==> config.mk <==
export PLATFORM = sky130hd
export DESIGN_NAME = iterative_divider
export DESIGN_NICKNAME = d
export VERILOG_FILES = /design/src/rtl/iterative_divider.sv
export SDC_FILE = /design/constraint.sdc
export NUM_CORES = 1
export LEC_CHECK = 0
export BUFFER_PORTS_ARGS = -buffer_cell sky130_fd_sc_hd__buf_2
export CORE_MARGIN = 4
export CORE_UTILIZATION = 40
export DETAILED_ROUTE_END_ITERATION = 16
export PLACE_DENSITY = 0.59
export SLEW_MARGIN = 0
export SYNTH_ARGS = -nofsm -noshare
export SYNTH_HDL_FRONTEND = slang
export SYNTH_SLANG_ARGS = --single-unit
==> constraint.sdc <==
create_clock -name clk -period 15.9 [get_ports clk]
set_input_delay 0.795 -clock clk [delete_from_list [all_inputs] [get_ports clk]]
set_output_delay 0.795 -clock clk [all_outputs]
set_load 0.01 [all_outputs]
==> src/rtl/iterative_divider.sv <==
// Multi-cycle unsigned restoring divider producing one quotient bit per clock.
// A single ripple-carry adder, used as a subtractor, forms the trial difference.

module ripple_carry_adder #(
   parameter int unsigned WIDTH = 33
) (
   input  logic [WIDTH-1:0] a,
   input  logic [WIDTH-1:0] b,
   input  logic             cin,
   output logic [WIDTH-1:0] sum,
   output logic             cout
);

   // Per-bit full adders; each stage owns its carry so the chain stays acyclic
   for (genvar i = 0; i < WIDTH; i++) begin : g_bit
      logic c_in;
      logic c_out;
      if (i == 0) begin : g_first
         assign c_in = cin;
      end else begin : g_chain
         assign c_in = g_bit[i-1].c_out;
      end
      assign sum[i] = a[i] ^ b[i] ^ c_in;
      assign c_out  = (a[i] & b[i]) | (a[i] & c_in) | (b[i] & c_in);
   end

   assign cout = g_bit[WIDTH-1].c_out;

endmodule

module iterative_divider #(
   parameter int unsigned WIDTH = 32
) (
   input  logic             clk,
   input  logic             reset_n,
   input  logic             start,
   input  logic [WIDTH-1:0] dividend,
   input  logic [WIDTH-1:0] divisor,
   output logic             busy,
   output logic             done,
   output logic [WIDTH-1:0] quotient,
   output logic [WIDTH-1:0] remainder,
   output logic             div_by_zero
);

   localparam int unsigned CW = (WIDTH > 2) ? $clog2(WIDTH) : 1;
   localparam int unsigned RW = WIDTH + 1;

   typedef enum logic [1:0] {
      st_idle = 2'd0,
      st_run  = 2'd1,
      st_done = 2'd2
   } state_t;

   state_t           state;
   logic [CW-1:0]    count;
   logic [WIDTH-1:0] d_reg;
   logic [WIDTH-1:0] q_reg;
   logic [RW-1:0]    r_reg;
   logic             dbz_pend;

   logic [RW-1:0]    r_shift;
   logic [RW-1:0]    d_inv;
   logic [RW-1:0]    diff;
   logic             no_borrow;
   logic             accept;
   logic             zero_div;

   assign r_shift  = {r_reg[WIDTH-1:0], q_reg[WIDTH-1]};
   assign d_inv    = ~{1'b0, d_reg};
   assign accept   = start & ~busy;
   assign zero_div = (divisor == '0);

   // Trial subtraction r_shift - d: carry out set means no borrow
   ripple_carry_adder #(
      .WIDTH (RW)
   ) u_sub (
      .a    (r_shift),
      .b    (d_inv),
      .cin  (1'b1),
      .sum  (diff),
      .cout (no_borrow)
   );

   // busy mirrors st_run exactly, so acceptance is possible in both IDLE and DONE
   always_ff @(posedge clk) begin
      if (!reset_n) begin
         state       <= st_idle;
         count       <= '0;
         d_reg       <= '0;
         q_reg       <= '0;
         r_reg       <= '0;
         dbz_pend    <= 1'b0;
         busy        <= 1'b0;
         done        <= 1'b0;
         quotient    <= '0;
         remainder   <= '0;
         div_by_zero <= 1'b0;
      end else begin
         done <= 1'b0;

         case (state)
            st_idle: begin
               state <= st_idle;
            end
            st_run: begin
               q_reg <= {q_reg[WIDTH-2:0], no_borrow};
               r_reg <= no_borrow ? diff : r_shift;
               if (count == '0) begin
                  state <= st_done;
                  busy  <= 1'b0;
               end else begin
                  count <= count - 1'b1;
               end
            end
            st_done: begin
               state       <= st_idle;
               done        <= 1'b1;
               quotient    <= q_reg;
               remainder   <= r_reg[WIDTH-1:0];
               div_by_zero <= dbz_pend;
            end
            default: begin
               state <= st_idle;
               busy  <= 1'b0;
            end
         endcase

         // Divide by zero preloads the final result and goes straight to DONE
         if (accept) begin
            d_reg    <= divisor;
            count    <= CW'(WIDTH - 1);
            dbz_pend <= zero_div;
            if (zero_div) begin
               q_reg <= '1;
               r_reg <= {1'b0, dividend};
               state <= st_done;
               busy  <= 1'b0;
            end else begin
               q_reg <= dividend;
               r_reg <= '0;
               state <= st_run;
               busy  <= 1'b1;
            end
         end
      end
   end

endmodule

---- Word level (Yosys, flattened, before mapping) ----
Cells that the tools add are included.
word-level totals
  register bits ........................... 171
  output and inout bits ................... 67
  logic and storage cells ................. 273
  bits of input ports ..................... 67
cells by class
  add/subtract/negate cells ............... 1
  eq/ne operators ......................... 5
  mux-type cells .......................... 19
  bitwise gates (word level) .............. 230
  reduce and logical (&&, ||, !) cells .... 7
operator list
  cell                   count
  $mux W32               7
  $and A1 B1 Y1          98
  $or A1 B1 Y1           66
  $xor A1 B1 Y1          63
  $not A32 Y33           1
  $logic_not A32 Y1      1
  $mux W5                3
  $mux W2                4
  $logic_not A5 Y1       1
  $sub A5 B1 Y5 const B  1
  $mux W1                4
  $reduce_and A2 Y1      2
  $ne A3 B3 Y1 const B   1
  $eq A2 B1 Y1 const B   1
  $eq A2 B2 Y1 const B   1
  $logic_not A2 Y1       1
  $ne A2 B1 Y1 const B   1
  $ne A2 B2 Y1 const B   1
  $not A1 Y1             2
  $pmux W1 S2            1
  $reduce_bool A2 Y1     1
  $reduce_or A2 Y1       1

---- Longest topological paths before layout ----
  depth after elaboration ................. 103
  depth in mapped cells ................... 41
  depth with buffers taken out ............ 38

---- Cells and area by module ----
A second synthesis with hierarchy kept.
second synthesis, totals
  cell total of the unflattened synthesis .. 921
  area, all modules ....................... 8129.0 µm²
modules (own cells, without submodules)
  module              instances  area each (µm²)  seq. area each (µm²)  cells an instance
  iterative_divider   1          7430.9           3423.3                878
  ripple_carry_adder  1          698.2            0.0                   43

---- Worst setup path after synthesis ----
No wires, ideal clock.
  path kind ............................... register to register
  start ................................... register q_reg[31]
  end ..................................... register r_reg[13]
  required time ........................... 15760 ps
  path buffers ............................ 3
  cell stages (with the launch flop) ...... 42
  path slack .............................. 2692 ps
  period minus slack after synthesis ...... 13208 ps
  arrival ................................. 13068 ps
  library setup time ...................... 140 ps
  cell sequence ........................... dfxtp_1 > inv_1 > ha_1 > fa_1 > fa_1 > fa_1 > fa_1 > fa_1 > fa_1 > fa_1 > fa_1 > fa_1 > fa_1 > fa_1 > fa_1 > fa_1 > fa_1 > fa_1 > (+6 left out) > fa_1 > fa_1 > fa_1 > fa_1 > fa_1 > fa_1 > fa_1 > fa_1 > fa_1 > inv_1 > fa_1 > clkbuf_1 > or2_1 > clkbuf_1 > buf_2 > a21oi_1 > a22oi_1 > o22ai_2
on the way
  word-level cells in the longest chain between the ends .. 102
  elaborated cells on any way between the ends .. 135
  classes of those cells .................. mux: 3; bitwise: 132
ends and longest elaborated chain
  what                           line  source
  start, declared                58    logic [WIDTH-1:0] q_reg;
  start signal, assigned         107   q_reg <= {q_reg[WIDTH-2:0], no_borrow};
  start signal, assigned         140   q_reg <= dividend;
  $and A1 B1 Y1                  24    assign c_out = (a[i] & b[i]) | (a[i] & c_in) | (b[i] & c_in);
  $or A1 B1 Y1 (*) (2 in a row)  24
  $and A1 B1 Y1                  24
  $or A1 B1 Y1                   24
  $or A1 B1 Y1 (*)               24
  $and A1 B1 Y1                  24
  $or A1 B1 Y1                   24
  $or A1 B1 Y1 (*)               24
  (+82 left out)                 --
  $or A1 B1 Y1 (2 in a row)      24
  $and A1 B1 Y1                  24
  $or A1 B1 Y1 (2 in a row)      24
  $and A1 B1 Y1                  24
  $or A1 B1 Y1 (2 in a row)      24
  $mux W32 (*)                   108   r_reg <= no_borrow ? diff : r_shift;
  $mux W32 (*)                   102   case (state)
  $mux W32 (*)                   130   if (accept) begin
  end signal, assigned           108
  end signal, assigned           136   r_reg <= {1'b0, dividend};
  end, declared                  59    logic [RW-1:0] r_reg;
Mark *: on every way between the ends. The rest lies on a longest branch, timed or not. The select of a mux whose other input is x is not followed.
A chain may end at the register's enable or synchronous reset.

---- Worst setup path in the final report ----
  start ................................... register q_reg[31]
  end ..................................... register r_reg[11]
on the way
  word-level cells in the longest chain between the ends .. 102
  elaborated cells on any way between the ends .. 135
  classes of those cells .................. mux: 3; bitwise: 132
ends and longest elaborated chain
  what                           line
  $and A1 B1 Y1                  24
  $or A1 B1 Y1 (*) (2 in a row)  24
  $and A1 B1 Y1                  24
  $or A1 B1 Y1                   24
  $or A1 B1 Y1 (*)               24
  $and A1 B1 Y1                  24
  $or A1 B1 Y1                   24
  $or A1 B1 Y1 (*)               24
  (+82 left out)                 --
  $or A1 B1 Y1 (2 in a row)      24
  $and A1 B1 Y1                  24
  $or A1 B1 Y1 (2 in a row)      24
  $and A1 B1 Y1                  24
  $or A1 B1 Y1 (2 in a row)      24
  $mux W32 (*)                   108
  $mux W32 (*)                   102
  $mux W32 (*)                   130
Marked as above.

==> impl_metrics.tcl <==
set metrics [dict create \
    synth_nets 1061 \
    drc 0 \
    power_mw 1.09 \
    met2_usage_pct 34.9 \
    clk_pin_slew_ns 0.07 \
    clock_skew_ns 0.0158 \
    cts_inserted_buffers 17 \
    slew_violations 0 \
    maxCapViolations 0 \
    fin_crit_sh_pct 90.6 \
    clockBufferDepth 2 \
    synth_area_um2 7900 \
    cts_resized 0 \
    grt_overflow 0 \
    wirelength_mm 22.4 \
    dp.final_hpwl_mm 14.5 \
    final_common_cell "nand2_1" \
    die_h_um 148 \
    finish.utilization_pct 47.2 \
    p_leak_nw 3.39 \
    ys_ff_latch 171 \
    clk_latency_ns 0.44 \
    critical_path_buf_inv_count 4 \
    setup_violations 0 \
    dominantRegCellSynth "dfxtp_1" \
    met3_usage_pct 4.51 \
    place.gp.congestion 0.817 \
    grt_pass1_wl_mm 36.4 \
    place_ws_ns 1.54 \
    fin_crit_ns 14.41 \
    clock_sinks 171 \
    root_buffer "clkbuf_16" \
    crit_arrival_ns 14.70 \
    fillCellCount 1970 \
    worstSetupStartpointType "flip-flop" \
    use_met1_pct 26.4 \
    avgSynthCellArea_um2 8.22 \
    cp_slowest_cell "or2_1" \
    crit_family "adder cells" \
    cpPeakStageDelay_ns 0.52 \
    vias 6972 \
    drtPass1Iterations 5 \
    ys_async_sr_fraction_pct 0 \
    grt_pass1_vias 6932 \
    io_buffers 133 \
    drive_above_1_share_pct 19.8 \
    cts_max_level 4 \
    vias_per_cell 5.30 \
    p_per_area_nw_per_um2 119 \
    holdBufCountCts 0 \
    ios 134 \
    synth_edf_count 0 \
    timing.fmax_ghz 0.0694 \
    gr-usage-all-layers_pct 20.5 \
    setup.worst_path.end_class "flip-flop" \
    antenna_found_initial 1 \
    die_w_um 148 \
    setup_slack_ns 1.49 \
    cts_setup_buffers 0 \
    cts_tree "done" \
    seq_area_frac_synth_pct 43.4 \
    yosysUniqueCellTypes 38 \
    core_um2 19500 \
    synth_warnings 0 \
    drtIter0Drc 417 \
    final_cell_mix "199 x nand2_1, 171 x dfxtp_1, 164 x a21oi_1, 133 x buf_2" \
    netlist_instances 960 \
    hold_viol 0 \
    n_antenna_cell 0 \
    hold_path_class "reg -> reg" \
    wire_per_inst_um 17.0 \
    critPathMostFrequentCell "fa_1" \
    row_count 51 \
    cp_data_required_time_ns 16.19 \
    initial_core_util_pct 40.6 \
    nNetsFinal 1139 \
    crit_path_max_fanout 34 \
    fin_setup_tns_ns 0 \
    ant_nets 0 \
    ir_drop_mv 0.0792 \
    run_status "finished, final reports clean" \
    dp.cells 1284 \
    die-area_um2 22000 \
    crit_type "reg -> reg" \
    busiest_layer "met2" \
    rsz0062_at_grt "no" \
    max_slew.worst_pin.slew_ns 1.01 \
    maxSlewHeadroom_pct 32.8 \
    instances_no_fill 1315 \
    syn_to_final_growth_pct 16.4 \
    grt_max_degree 100 \
]
final timing paths:
path	slack, ns	cells after the start	from	to
setup / recovery	1.49	40	q_reg[31]	r_reg[11]
hold / removal	0.45	2	remainder[5]	remainder[5]
setup reg to reg	1.49	40	q_reg[31]	r_reg[11]
hold reg to reg	0.45	2	remainder[5]	remainder[5]
cells by family after synthesis:
group	count (synthesis)	share of synthesized area, %
buffers and inverters	124	6.51
AND/OR/NAND/NOR	358	19.8
adder cells (fa/ha/maj)	34	8.34
XOR/XNOR	2	0.222
multiplexers	1	0.127
flip-flops	171	43.4
AO/OA/AOI/OAI	270	21.6
cells in the mapped netlist (all sizes together), types with 30 or more instances:
cell / instances / area, µm²
nand3: 37 / 185
inv: 36 / 135
o211ai: 31 / 233
or3: 30 / 188
a21oi: 164 / 821
dfxtp: 171 / 3420
buf: 34 / 175
a22oi: 32 / 240
o22ai: 32 / 325
nor3: 33 / 165
clkbuf: 54 / 204
nor2: 39 / 149
fa: 31 / 621
nand2: 199 / 747
worst reg2reg max path: cells and delay by family, from the launching register on:
family                   cells  cell delay [ns]
adder cells (fa/ha/maj)     32            12.16
buffers and inverters        4             0.82
flip-flops                   1             0.34
AO/OA/AOI/OAI                3             0.42
AND/OR/NAND/NOR              1             0.52
area by class of cell:
type | count | area, µm² | area share [%]
Clock buffer | 19 | 453 | 4.93
Timing Repair Buffer | 147 | 771 | 8.39
Sequential cell | 171 | 3420 | 37.3
Inverter | 36 | 138 | 1.50
Multi-Input combinational cell | 665 | 3980 | 43.3
Clock inverter | 12 | 91.3 | 0.994
Tap cell | 265 | 332 | 3.61
metal layers:
metal	vias to the layer above	routed length, µm
met2	141	11100
met3	21	1020
li1	3459	-
met1	3349	9950
met4	2	315
met5	-	15
metrics by stage:
stage	hold WS, ns	area (µm²)
final	0.451	9190
after global routing	0.474	9190
after CTS	0.454	9190
after detailed placement	0.445	8640
after global placement	0.440	8640
after floorplan	0.432	7900
power by group:
group          total [mW]  internal, mW  switching [mW]
sequential          0.477         0.455          0.0220
clock               0.392         0.209           0.184
combinational       0.220        0.0827           0.137
total                1.09         0.746           0.343
Note: power is estimated with default switching activity, not from simulation.
